$ cat src/rtl/pattern_scan_ctrl.sv
// ============================================================================
// Module      : pattern_scan_ctrl
// Description : Programmable serial-pattern scan controller. Optional build
//               macro PATTERN_SCAN_NOOVERLAP_EN selects non-overlapping matches.
// Revision    : 1.0 - initial release
// ============================================================================
`default_nettype none

module pattern_scan_ctrl #(
    parameter int PAT_W = 4,
    parameter int CNT_W = 8,
    parameter int TMO_W = 16
) (
    input  logic             clk,
    input  logic             rst,
    input  logic [PAT_W-1:0] cfg_pattern,
    input  logic [CNT_W-1:0] cfg_target,
    input  logic [TMO_W-1:0] cfg_timeout,
    input  logic             start,
    input  logic             abort,
    input  logic             ack,
    input  logic             din,
    input  logic             din_valid,
    output logic             busy,
    output logic             y,
    output logic [CNT_W-1:0] match_cnt,
    output logic             done,
    output logic [1:0]       status
);

    localparam int FW = $clog2(PAT_W);

    localparam logic [1:0] ST_NONE  = 2'b00;
    localparam logic [1:0] ST_HIT   = 2'b01;
    localparam logic [1:0] ST_TMO   = 2'b10;
    localparam logic [1:0] ST_ABORT = 2'b11;

    typedef enum logic [1:0] {
        S_IDLE = 2'd0,
        S_FILL = 2'd1,
        S_SCAN = 2'd2,
        S_DONE = 2'd3
    } state_t;

    state_t             state_q, state_d;
    logic [PAT_W-1:0]   pat_q, pat_d;
    logic [CNT_W-1:0]   tgt_q, tgt_d;
    logic [TMO_W-1:0]   tmo_q, tmo_d;
    logic [PAT_W-2:0]   shreg_q, shreg_d;
    logic [FW-1:0]      fill_q, fill_d;
    logic [TMO_W-1:0]   bitcnt_q, bitcnt_d;
    logic [CNT_W-1:0]   match_cnt_q, match_cnt_d;
    logic [1:0]         status_q, status_d;
    logic               y_q, y_d;

    logic [PAT_W-1:0]   w_win;
    logic               w_hit;
    logic [CNT_W:0]     w_mc_inc;
    logic [TMO_W:0]     w_bc_inc;

    assign w_win    = {shreg_q, din};
    assign w_hit    = (state_q == S_SCAN) && din_valid && (w_win == pat_q);
    // One extra bit so a saturated bit counter can never equal the timeout.
    assign w_mc_inc = {1'b0, match_cnt_q} + 1'b1;
    assign w_bc_inc = {1'b0, bitcnt_q} + 1'b1;

    always_comb begin
        state_d     = state_q;
        pat_d       = pat_q;
        tgt_d       = tgt_q;
        tmo_d       = tmo_q;
        shreg_d     = shreg_q;
        fill_d      = fill_q;
        bitcnt_d    = bitcnt_q;
        match_cnt_d = match_cnt_q;
        status_d    = status_q;
        y_d         = 1'b0;

        case (state_q)
            S_IDLE: begin
                if (start) begin
                    pat_d       = cfg_pattern;
                    tgt_d       = (cfg_target == '0) ? CNT_W'(1) : cfg_target;
                    tmo_d       = cfg_timeout;
                    shreg_d     = '0;
                    fill_d      = '0;
                    bitcnt_d    = '0;
                    match_cnt_d = '0;
                    status_d    = ST_NONE;
                    state_d     = S_FILL;
                end
            end
            S_FILL, S_SCAN: begin
                if (din_valid) begin
                    shreg_d  = w_win[PAT_W-2:0];
                    bitcnt_d = (&bitcnt_q) ? bitcnt_q : bitcnt_q + 1'b1;
                    if (state_q == S_FILL) begin
                        fill_d = fill_q + 1'b1;
                        if (fill_q == FW'(PAT_W - 2))
                            state_d = S_SCAN;
                    end
                end
                if (w_hit) begin
                    y_d         = 1'b1;
                    match_cnt_d = w_mc_inc[CNT_W-1:0];
`ifdef PATTERN_SCAN_NOOVERLAP_EN
                    shreg_d     = '0;
                    fill_d      = '0;
                    state_d     = S_FILL;
`endif
                end
                // Termination overrides any FILL/SCAN transition chosen above.
                if (abort) begin
                    state_d  = S_DONE;
                    status_d = ST_ABORT;
                end else if (w_hit && (w_mc_inc == {1'b0, tgt_q})) begin
                    state_d  = S_DONE;
                    status_d = ST_HIT;
                end else if (din_valid && (tmo_q != '0) && (w_bc_inc == {1'b0, tmo_q})) begin
                    state_d  = S_DONE;
                    status_d = ST_TMO;
                end
            end
            S_DONE: begin
                if (ack)
                    state_d = S_IDLE;
            end
            default: state_d = S_IDLE;
        endcase
    end

    always_ff @(posedge clk) begin
        if (rst) begin
            state_q     <= S_IDLE;
            pat_q       <= '0;
            tgt_q       <= '0;
            tmo_q       <= '0;
            shreg_q     <= '0;
            fill_q      <= '0;
            bitcnt_q    <= '0;
            match_cnt_q <= '0;
            status_q    <= ST_NONE;
            y_q         <= 1'b0;
        end else begin
            state_q     <= state_d;
            pat_q       <= pat_d;
            tgt_q       <= tgt_d;
            tmo_q       <= tmo_d;
            shreg_q     <= shreg_d;
            fill_q      <= fill_d;
            bitcnt_q    <= bitcnt_d;
            match_cnt_q <= match_cnt_d;
            status_q    <= status_d;
            y_q         <= y_d;
        end
    end

    assign busy      = (state_q == S_FILL) || (state_q == S_SCAN);
    assign done      = (state_q == S_DONE);
    assign y         = y_q;
    assign match_cnt = match_cnt_q;
    assign status    = status_q;

endmodule

`default_nettype wire
$ cat config.mk
export PLATFORM = sky130hd
export DESIGN_NAME = pattern_scan_ctrl
export DESIGN_NICKNAME = d
export VERILOG_FILES = /design/src/rtl/pattern_scan_ctrl.sv
export SDC_FILE = /design/constraint.sdc
export NUM_CORES = 1
export LEC_CHECK = 0
export BUFFER_PORTS_ARGS = -buffer_cell sky130_fd_sc_hd__buf_4
export CAP_MARGIN = 20
export CELL_PAD_IN_SITES_DETAIL_PLACEMENT = 0
export CELL_PAD_IN_SITES_GLOBAL_PLACEMENT = 1
export CORE_MARGIN = 10
export CORE_UTILIZATION = 30
export DETAILED_ROUTE_END_ITERATION = 8
export GPL_TIMING_DRIVEN = 0
export HOLD_SLACK_MARGIN = 0.12
export PLACE_DENSITY = 0.66
export SYNTH_ARGS = -nofsm -noshare
export SYNTH_HDL_FRONTEND = slang
export SYNTH_SLANG_ARGS = --single-unit
$ cat constraint.sdc
create_clock -name clk -period 4.8 [get_ports clk]
set_input_delay 0 -clock clk [delete_from_list [all_inputs] [get_ports clk]]
set_output_delay 0 -clock clk [all_outputs]
set_load 0.1 [all_outputs]
==> results by stage, run 1 <==
Outcome:
- The run finished with clean final reports.

Detailed routing:
- The initial DRC count is 180.
- The via count is 3629.
- The via-per-instance ratio is approximately 5.
- After detailed routing, the average wire length per cell comes to 15.83 µm.
- Before antenna repair, the detailed router went through 4 iterations.
- The post-detailed-routing wire length is 11230 µm.
- The post-detailed-route DRC marker count is 0.
- The remaining antenna violation count is 0.

Critical path:
- The signal on the critical path passes through ha_1 > buf_2 > nand3_1 > or4_4 > a211oi_2 > nand4_2 > nor4_4 > nor2_2 > a311oi_1 > dlygate4sd3_1.
- The endpoint class of the critical path is a register.
- The highest net fanout along the worst path is 8.
- At the worst endpoint, the required time is 5.08 ns.
- The count of buffering cells on the critical path with inverters included is 2.
- The master of the slowest instance on the critical path is or4_4.
- The category of cells accounting for the largest share of critical-path delay is simple AND/OR/NAND/NOR gates.
- The setup path with the least slack is of type reg2reg.
- The delay contributed by the slowest stage of the critical path is 0.61 ns.
- The type of element launching the critical path is a register.
- STA puts the critical path data arrival time at 3.77 ns.

Global routing:
- The pin count of the biggest net entering global routing is 13.
- The number of global-route vias before repair is between 3000 and 4000.
- The number of antenna violations at the first check in global routing is 0.
- The wire length of the first global-routing pass is 18330 µm.
- The total routing usage reported by global routing is 0.1377.
- The remaining global-route overflow is 0.

Floorplanning:
- The die outline area is ~17000 µm².
- In this run the vertical extent of the chip is 129.7 µm.
- The top-level I/O count is 48.
- The initial utilization of the core area, before any placement, comes to 0.3107.
- The placeable core region is between 10000 and 15000 µm².
- The die width is 129.7 µm.
- Row generation in the floorplan step produced 39 rows.

Cells and area:
- In the layout the commonest cells are nand2_1, a21oi_1, dfxtp_1.
- For this run, the share of the core covered by cells in the final layout is 0.4072.
- Leaving out fill and tap cells, the most frequent cell in the layout is nand2_1.
- For this run, the post-layout net count is 603.
- In the final layout, the share of cells above drive strength 1 is 0.1731.
- The number of antenna diodes is 0.
- The count of filler cells inserted in the layout is between 1000 and 1500.
- From synthesis to final layout, the design area changed by 31.07%.

CTS:
- Counting along the longest clock path gives a buffer depth of 2.
- The clock tree synthesis step divided the H-tree into 3 levels.
- The TritonCTS clock tree is built.
- The clock tree root driver cell is clkbuf_16.
- The total clock buffers created by CTS is 9.
- The clock-pin slew on the worst setup and hold paths is 0.06 ns.
- The source-to-sink clock delay at the later pin of the worst-skew pair is 0.34 ns.
- For this design, the sink count on the clock tree is 62.

STA:
- The number of pins with negative max-slew slack in the final report is 0.
- The worst path meets setup with approximately 1.3 ns of slack.
- The clock period minus final worst setup slack is approximately 3.5 ns.
- Setup violations remaining at the end of the flow were counted as 0.
- The worst clock skew is 0.007850 ns.
- Static timing analysis puts the maximum clock frequency at 0.2862 GHz.
- Final hold analysis gives a worst-case slack of 0.1339 ns.
- The setup TNS is 0 ns.
- Setup repair after global routing left no endpoint under its margin.
- The worst relative slew slack is 0.4804.
- For the pin with the worst max-slew slack, the measured transition is 0.7747 ns.
- The number of endpoints with negative hold slack in the final report is 0.
- The final worst-path cycle share is 0.7281.

Yosys:
- The mapped netlist covers 3608 µm².
- In this run the mean area of a mapped cell was 7.645 µm².
- The sequential cell area fraction in the yosys report is 0.3440.
- After synthesis, the share of flip-flops with an asynchronous set or reset is 0.
- Summed over all instances, the cell type with the most area after synthesis is dfxtp_1.
- After synthesis, the cell types taking the most area are dfxtp_1, a21oi_1, nand2_1.
- The count of flip-flops with a built-in enable after synthesis is 0.
- The number of nets handed over by synthesis was 514.
- The fraction of post-synthesis cell area in the top cell type by area is 0.3440.
- Synthesis produced 472 cells.
- In the synthesized netlist the dominant register cell turns out to be dfxtp_1.
- The post-synthesis cell type count is 64.
- Synthesis inferred 62 register bits.
- The number of warnings printed during yosys synthesis is 0.

Pwr:
- Across the VDD grid, the largest voltage drop is 0.0002568 V.
- The final total power is 2.447 mW.
- For this design the ratio of total power to cell area is roughly 520 nW/µm².
- The analysis attributes to cell leakage a power of between 1.5 and 2 nW.

Placed design:
- The worst slack at placement is 1.640 ns.
- The number of buffer cells added on primary ports is 46.
- The weighted congestion reported at the end of routability-driven placement is 0.8460.
- After legalization and detailed placement, the total HPWL measured roughly 8300 µm.

Worst hold path:
- The path class of the tightest hold or removal check is in2reg.

Run:
- The count of max-cap constraint violations is 0.
-- report_power, final --
group	total [mW]	switching (mW)	leakage [nW]	internal, mW
logic	1.16	0.776	1.18	0.388
clock network	0.609	0.259	0.131	0.350
registers	0.674	0.0826	0.504	0.592
total	2.45	1.12	1.82	1.33
-- routing by layer --
metal	wire length, µm	up-vias	track usage
met3	476	12	0.01998
met1	5532	1683	0.1893
met2	5031	74	0.2124
met5	0	-	0
met4	184	0	0.05357
li1	-	1860	-
-- path summary, 6_finish.rpt --
| kind | startpoint | end | slack [ns] | depth (start not counted) |
|---|---|---|---|---|
| worst min register to register | pat_q[1] | pat_q[1] | 0.46 | 2 |
| worst max-delay path | bitcnt_q[0] | state_q[1] | 1.31 | 10 |
| worst min-delay path | start | shreg_q[2] | 0.13 | 4 |
| worst max register to register | bitcnt_q[0] | state_q[1] | 1.31 | 10 |
-- cells in the mapped netlist, drive strengths merged, types with 3 or more instances --
cell / instances
a211oi: 7
a21o: 7
a21oi: 63
and3: 8
and4: 3
buf: 16
clkbuf: 15
dfxtp: 62
ha: 7
inv: 14
nand2: 76
nand2b: 3
nand3: 18
nand4: 10
nand4b: 3
nor2: 38
nor3: 11
nor4: 8
o21ai: 19
o21bai: 3
o31a: 3
o41ai: 3
or2: 3
or3: 9
or4: 5
xnor2: 17
xor2: 14
-- worst register-to-register path, delay by kind of cell, from the launching register on --
family / cells / cell delay [ns]
AO/OA/AOI/OAI: 2 / 0.55
adder cells (fa/ha/maj): 1 / 0.18
buffers and inverters: 2 / 0.74
flip-flops: 1 / 0.44
AND/OR/NAND/NOR: 5 / 1.52
-- through the flow --
stage,instances,cell area [µm²]
3_3_place_gp,661,4133
3_5_place_dp,661,4133
4_1_cts,709,4730
5_1_grt,709,4730
6_report,709,4730
2_1_floorplan,472,3608
-- registers in the layout (all words and copies together), names as in the netlist, 3 cells and up --
name       count
match_cnt      8
tmo_q         16
shreg_q        3
tgt_q          8
pat_q          4
bitcnt_q      16
-- layout make-up --
class | instances | area, µm² | area share
buffer | 31 | 146.4 | 0.03095
clock buffer | 9 | 225.2 | 0.04762
clock inverter | 7 | 51.30 | 0.01085
inverter | 15 | 56.30 | 0.01190
multi-input combinational | 364 | 2165 | 0.4577
sequential | 62 | 1241 | 0.2624
tap | 143 | 178.9 | 0.03783
timing repair buffer | 78 | 665.6 | 0.1407
-- logic make-up after synthesis --
logic type      after synthesis  share of synthesized area
simple gates                202                     0.2878
buf+inv                      46                    0.05617
compound gates              122                     0.2067
mux                           2                   0.005894
flops                        62                     0.3440
fa+ha+maj                     7                    0.02427
xor+xnor                     31                    0.07524
-- timing repair --
action / 4_1_cts / 5_1_grt
hold buffers: 32 / 0
setup buffers: 0 / 0
endpoints found under the hold margin: 32 / 0
endpoints found under the setup margin: 0 / 0
gates resized for setup: 0 / 0
(Power assumes the default switching activity.)
==> inputs of run 2 (changes only) <==
- PLACE_DENSITY: 0.66 -> 0.68
- clock period: 4.8 -> 3.2 ns (I/O delays scaled with it)
==> run 2 against run 1 <==
Against the previous run:
- core utilization rose by 0.43 points
- via count increased by 1.7%
- clock skew increased by 0.0033 ns
- critical path type unchanged
- register-to-register slack lost 1.2 ns
- power is 56% higher
==> results by stage, run 2 (synthesized netlist as in run 1, its figures left out) <==
Floorplanning:
- The die width is 129.7 µm (unchanged).
- The die outline area is 16820 µm² (unchanged).
- The placeable core region is 11610 µm² (unchanged).
- The number of placement rows is 39 (unchanged).
- The vertical extent of the die is 129.7 µm (unchanged).
- The top-level I/O count was 48 (unchanged).
- The starting density of the core is 0.3107 (unchanged).

Global routing:
- The pin count of the biggest net entering global routing is 13 (unchanged).
- The routing usage on met1 is 0.1782 (-0.01107).
- The remaining global-route overflow is 0 (unchanged).
- The number of global-route vias before repair is 3473 (-0.20%).
- In this run the most used layer during global routing was met2.
- The number of antenna violations at the first check in global routing is 0 (unchanged).
- The total routing usage reported by global routing is 0.1338 (-0.003877).
- The met3 global-route usage is 0.02692 (+0.006933).
- The global routing met2 resource utilization is 0.2046 (-0.007810).
- The wire length of the first global-routing pass is 17880 µm (-2.4%).

Detailed routing:
- The post-detailed-routing wire length is 11230 µm (about the same).
- The via count is 3692 (+1.7%).
- The remaining antenna violation count is 0 (unchanged).
- The via-per-instance ratio is 5.193 (+1.4%).
- The length of the first detailed-routing pass in iterations was 5 (+1).
- The post-detailed-route DRC marker count is 0 (unchanged).
- The initial DRC count is 199 (+11%).
- The post-detailed-route wirelength per cell is 15.80 µm (-0.22%).

STA:
- The worst clock skew was 0.01117 ns (+0.003320 ns).
- Setup repair after global routing left no endpoint under its margin.
- The worst relative slew slack came to 0.5428 (+0.06240).
- The maximum clock rate is 0.3278 GHz (+15%).
- The number of endpoints with negative hold slack in the final report is 0 (unchanged).
- The final setup violation count is 0 (unchanged).
- The number of pins with negative max-slew slack in the final report is 0 (unchanged).
- The clock period minus final worst setup slack was 3.051 ns (-0.4439 ns).
- The transition time at the pin with the least slew margin was 0.6858 ns (-0.08894 ns).
- The final worst-path cycle share was 0.9534 (+0.2253).

Critical path:
- The category of cells accounting for the largest share of critical-path delay is simple AND/OR/NAND/NOR gates.
- The count of buffering cells on the critical path with inverters included is 1 (-1).
- The worst setup path is captured at a register.
- The type of element launching the critical path is a register.
- Traced cell by cell, the critical path runs through ha_1 > buf_2 > nand3_1 > or4_4 > a211oi_2 > nand4_2 > nor4_4 > nor2_2 > o31a_1.
- The path depth of the worst reg2reg path is 9 (-1).
- The arrival time reported for the critical path endpoint is 3.27 ns (-0.50 ns).
- The highest net fanout along the worst path came to 8 (unchanged).
- The critical path depth in cells is 9 (-1).
- The required time of the critical path came to 3.42 ns (-1.66 ns).
- The critical path is of the reg2reg type.
- The delay contributed by the slowest stage of the critical path is 0.63 ns (+0.02 ns).
- The slowest stage of the critical path belongs to the cell or4_4.

Cells and area:
- The number of antenna diodes is 0 (unchanged).
- The core occupancy in the finished layout is 0.4115 (+0.004309).
- The largest registers in the layout are bitcnt_q (16), tmo_q (16).
- The most frequent standard cell in the layout excluding fill and tap cells is nand2_1.
- In the layout the commonest cells are nand2_1, a21oi_1, dfxtp_1.
- The number of nets in the finished design is 605 (+0.33%).
- The area growth from synthesis to final layout is 32.45%.
- The fraction of final layout cells with drive strength greater than 1 is 0.1778 (+0.004672).
- The summed area of non-filler cells in the final layout is 4780 µm² (+1.1%).
- The multi-input logic area came to 2176 µm² (+0.52%).
- The register cell area after layout came to 1241 µm² (unchanged).
- The count of filler cells inserted in the layout is 1178 (-2.3%).
- The final instance count without filler cells is 711 (+0.28%).

CTS:
- The clock tree root driver cell is clkbuf_16.
- The total clock buffers created by CTS came to 9 (unchanged).
- The maximum buffer depth of the clock tree is 2 (unchanged).
- The level count of the clock H-tree is 3 (unchanged).
- The total number of clock tree sinks is 62 (unchanged).
- The clock-pin slew on the worst setup and hold paths was 0.06 ns (about the same).
- The source-to-sink clock delay at the later pin of the worst-skew pair came to 0.34 ns (about the same).
- The TritonCTS clock tree is built.

Pwr:
- The power per cell area came to 797.8 nW/µm² (+54%).
- The final total power came to 3.813 mW (+56%).
- The highest ir drop seen on vdd was 0.0003002 V (+17%).
- The leakage power total is 1.831 nW (+0.73%).

Placed design:
- The number of buffer cells added on primary ports was 46 (unchanged).
- The placed instance count came to 661 (unchanged).
- The post-detailed-placement half-perimeter wirelength is 8187 µm (-1.9%).
- The post-place instance area is 4135 µm² (about the same).
- The weighted congestion reported at the end of routability-driven placement is 0.8686 (+2.7%).

Worst hold path:
- The instance count along the most critical hold path was 4 (unchanged).
- The worst hold path belongs to the class in2reg.

Run:
- The count of max-cap constraint violations is 0 (unchanged).

Outcome:
- The flow ran to the end, and the final reports show no timing, DRC or antenna violations.
-- run 2: cell types whose count changed in the layout (fill, tap and decap cells not counted) --
| cell | delta |
|---|---|
| bufinv_16 | +1 |
| clkinv_2 | -1 |
| ha_1 | -1 |
| buf_4 | +2 |
| o31ai_2 | -1 |
| o31ai_4 | +1 |
| ha_2 | +1 |
| clkinv_4 | -1 |
| clkinvlp_4 | +1 |
-- run 2: final cells by class --
cell class                      count  area share
Buffer                             31     0.03063
Clock buffer                        9     0.04712
Clock inverter                      7     0.01571
Inverter                           15     0.01178
Multi-Input combinational cell    364      0.4552
Sequential cell                    62      0.2597
Tap cell                          143     0.03743
Timing Repair Buffer               80      0.1424
-- run 2: timing repair --
action	in CTS	in global routing
hold buffers	32	0
hold endpoints to repair	32	0
gates resized for setup	1	0
setup buffers	0	2
pin swaps	0	1
cloned	0	0
setup endpoints to repair	9	8
-- run 2: worst paths after layout --
path / startpoint / endpoint / slack, ns
worst max-delay path: bitcnt_q[0] / status[0] / 0.15
worst min-delay path: start / shreg_q[1] / 0.15
worst max register to register: bitcnt_q[0] / status[0] / 0.15
worst min register to register: tgt_q[6] / tgt_q[6] / 0.47
-- run 2: where the power goes --
group	leakage [nW]	internal, mW	total [mW]	switching (mW)
sequential	0.504	0.888	1.02	0.131
clock	0.138	0.603	0.982	0.379
combinational	1.19	0.615	1.81	1.20
-- run 2: metrics by stage --
stage	worst slack, ns	setup TNS, ns	hold slack, ns
after floorplan	0.05057	0	0.1360
after global placement	-0.03510	-0.07999	0.2469
after detailed placement	-0.01774	-0.04557	0.2587
after CTS	0.1344	0	0.1380
after global routing	0.01361	0	0.1796
final	0.1493	0	0.1492
-- run 2: per-layer routing --
metal | part of all wire | vias to the layer above
met5 | 0 | -
met4 | 0.021 | 0
met3 | 0.056 | 19
met2 | 0.45 | 114
met1 | 0.48 | 1695
li1 | - | 1864
-- run 2: worst min-delay path, cell delays in order --
cell	delay, ns
buf_4	0.10
nor2b_1	0.09
o21ai_0	0.17
a21oi_1	0.06
==> inputs of run 3 (changes only) <==
- ABC_AREA: unset -> 1
- PLACE_DENSITY: 0.68 -> 0.7
==> run 3 against run 2 <==
Against the previous run:
- sequential cell count stayed put
- clock power is 7.9% lower
- die area is 1.1% lower
- register-to-register slack better by 0.38 ns
- critical path depth is 1 lower
- power is 0.37% lower
- worst hold slack better by 0.012 ns
- routed wire length is 1.4% lower
- global-route usage is 0.35 points higher
==> results by stage, run 3 <==
Outcome:
- The flow ran to the end, and the final reports show no timing, DRC or antenna violations.

Yosys:
- The number of warnings printed during yosys synthesis is 0 (unchanged).
- The cell type with the largest total area after synthesis is dfxtp_1.
- The area of the mapped netlist is 3562 µm² (-1.3%).
- The sequential cell area fraction in the yosys report is 0.3484 (+0.004470).
- The most used flip-flop cell after synthesis is dfxtp_1.
- The share of async-settable or async-resettable flops after synthesis was 0 (unchanged).
- The fraction of post-synthesis cell area in the top cell type by area was 0.3484 (+0.004470).
- Sorting the synthesized cells by area gives the leading types as dfxtp_1, nand2_1, nor2_1.
- The library cell with the highest instance count after synthesis is nand2_1.
- In the synthesized netlist, the cells that appear most often are nand2_1, nor2_1, inv_1.
- The average cell area after synthesis is 6.621 µm² (-13%).
- The post-synthesis net count is 580 (+13%).
- The count of flip-flops with a built-in enable after synthesis came to 0 (unchanged).
- The post-synthesis cell type count is 34 (-47%).
- The instance count of the mapped netlist is 538 (+14%).
- The number of storage elements in the synthesis netlist came to 62 (unchanged).

Detailed routing:
- The initial DRC count came to 189 (-5.0%).
- The post-detailed-route DRC marker count is 0 (unchanged).
- The remaining antenna violation count was 0 (unchanged).
- The length of the first detailed-routing pass in iterations came to 4 (-1).
- The via-per-instance ratio came to 4.719 (-9.1%).
- The via count is 3657 (-0.95%).
- The post-detailed-routing wire length came to 11080 µm (-1.4%).
- The post-detailed-route wirelength per cell is 14.29 µm (-9.5%).

Pwr:
- The highest ir drop seen on vdd is 0.0005317 V (+77%).
- The power per cell area is 811.2 nW/µm² (+1.7%).
- The leakage power total is 2.048 nW (+12%).
- The final total power is 3.799 mW (-0.37%).

Global routing:
- The wire length of the first global-routing pass was 18000 µm (+0.62%).
- The total routing usage reported by global routing is 0.1374 (+0.003548).
- The number of global-route vias before repair is 3631 (+4.5%).
- The most used routing layer in global routing is met2.
- The remaining global-route overflow is 0 (unchanged).
- The met3 global-route usage is 0.02752 (+0.0005986).
- The routing usage on met1 is 0.1614 (-0.01684).
- The number of antenna violations at the first check in global routing is 0 (unchanged).
- The global routing met2 resource utilization came to 0.2403 (+0.03573).
- The pin count of the biggest net entering global routing is 12 (-1).

Floorplanning:
- The number of placement rows is 39 (unchanged).
- The top-level I/O count is 48 (unchanged).
- The die outline area is 16630 µm² (-1.1%).
- The vertical extent of the die is 129.0 µm (-0.55%).
- The die width came to 129.0 µm (-0.55%).
- The starting density of the core is 0.3093 (-0.001387).
- The placeable core region is 11520 µm² (-0.84%).

Critical path:
- The highest net fanout along the worst path came to 10 (+2).
- The endpoint class of the critical path is a register.
- The arrival time reported for the critical path endpoint was 2.92 ns (-0.35 ns).
- The required time of the critical path is 3.45 ns (+0.03 ns).
- STA classifies the critical path startpoint as a register.
- The worst setup path is of the reg2reg kind.

Cells and area:
- Leaving out fill and tap cells, the most frequent cells in the layout are nand2_1, nor2_1, inv_1.
- The number of antenna diodes is 0 (unchanged).
- The count of filler cells inserted in the layout is 1234 (+4.8%).
- The number of nets in the finished design is 669 (+11%).
- The fraction of final layout cells with drive strength greater than 1 is 0.1313 (-0.04649).
- The core occupancy in the finished layout is 0.4067 (-0.004878).
- The library cell used most frequently in the layout, excluding fill and tap cells, is nand2_1.
- The area growth from synthesis to final layout is 31.47%.
- The largest registers in the layout are bitcnt_q (16), tmo_q (16).
- The final instance count without filler cells is 775 (+9.0%).

STA:
- The worst relative slew slack came to 0.3849 (-0.1579).
- The maximum clock rate was 0.3747 GHz (+14%).
- The transition time at the pin with the least slew margin is 0.9192 ns (+0.2335 ns).
- The number of endpoints with negative hold slack in the final report is 0 (unchanged).
- The worst clock skew is 0.005643 ns (-0.005527 ns).
- The final setup violation count is 0 (unchanged).
- The setup TNS is 0 ns (unchanged).
- The final worst-path cycle share is 0.8339 (-0.1194).
- Setup repair after global routing left no endpoint under its margin.
- The clock period minus final worst setup slack is 2.669 ns (-0.3822 ns).
- The number of pins with negative max-slew slack in the final report is 0 (unchanged).

Placed design:
- The weighted congestion reported at the end of routability-driven placement is 0.8799 (+1.3%).
- The number of buffer cells added on primary ports came to 46 (unchanged).
- The placed instance count came to 727 (+10%).
- The post-detailed-placement half-perimeter wirelength is 8432 µm (+3.0%).

CTS:
- The level count of the clock H-tree is 3 (unchanged).
- The total clock buffers created by CTS was 9 (unchanged).
- The count of buffers added by post-CTS timing repair for setup is 0 (unchanged).
- The maximum buffer depth of the clock tree is 2 (unchanged).
- The source-to-sink clock delay at the later pin of the worst-skew pair is 0.34 ns (about the same).
- The TritonCTS clock tree is built.
- The clock tree root driver cell is clkbuf_16.
- The total number of clock tree sinks is 62 (unchanged).
- The clock-pin slew on the worst setup and hold paths is 0.05 ns (about the same).

Worst hold path:
- The tightest min-delay check is of the in2reg type.

Run:
- The count of max-cap constraint violations came to 0 (unchanged).
run 3: changes by cell type after synthesis, sizes merged, moves of 8 or more:
| cell | before | now |
|---|---|---|
| inv | 14 | 66 |
| o21ai | 19 | 41 |
| nand2 | 76 | 130 |
| nand3 | 18 | 47 |
| nor3 | 11 | 2 |
| a21oi | 63 | 36 |
| a22oi | 1 | 14 |
| and3 | 8 | 0 |
| xor2 | 14 | 4 |
| buf | 16 | 3 |
| or3 | 9 | 0 |
| xnor2 | 17 | 4 |
| nor2 | 38 | 81 |
run 3: final cells by class:
type                    instances  area, µm²  area share
well taps                     143      178.9     0.03820
clock inverters                 6      37.54    0.008015
flip-flops and latches         62       1241      0.2650
clock buffers                  10      239.0     0.05103
plain buffers                  17      76.32     0.01630
repair buffers                 78      665.6      0.1421
multi-input cells             392       1993      0.4256
inverters                      67      251.5     0.05370
run 3: per-stage QoR:
stage / cell area [µm²] / hold slack (ns) / setup slack (ns)
after floorplan: 3562 / 0.1665 / 0.6560
after global placement: 4086 / 0.2498 / 0.5579
after detailed placement: 4086 / 0.2619 / 0.5623
after CTS: 4683 / 0.1580 / 0.5216
after global routing: 4683 / 0.2153 / 0.2962
final: 4683 / 0.1615 / 0.5315
run 3: worst paths after layout:
kind               from  slack [ns]  cells past startpoint     endpoint
max reg2reg  state_q[0]        0.53                      8  bitcnt_q[4]
max          state_q[0]        0.53                      8  bitcnt_q[4]
min reg2reg   status[0]        0.47                      2    status[0]
min               start        0.16                      5    status[0]
run 3: worst max-delay path, cell delays in order, from the launching register on:
cell	delay, ns
dfxtp_1	0.36
inv_1	0.08
ha_1	0.33
buf_4	0.17
inv_1	0.08
nor2_1	0.70
clkbuf_1	0.56
nand2_1	0.10
a22oi_1	0.19
run 3: kinds of logic after synthesis:
family	share of synthesized area
simple gates	0.3446
compound gates	0.1574
buf+inv	0.09203
flops	0.3484
xor+xnor	0.03302
fa+ha+maj	0.02459
run 3: where the power goes:
part	internal, mW	total [mW]	switching [mW]
logic	0.543	1.74	1.20
clock network	0.540	0.904	0.364
registers	0.984	1.15	0.171
run 3: per-layer routing:
metal / wire, µm / up-vias
met5: 0 / -
met4: 177 / 0
met3: 390 / 13
met2: 5503 / 47
met1: 5003 / 1667
li1: - / 1930
run 3: what timing repair did:
item / 4_1_cts / 5_1_grt
endpoints found under the hold margin: 35 / 0
hold buffers: 32 / 0
gates resized for setup: 0 / 0
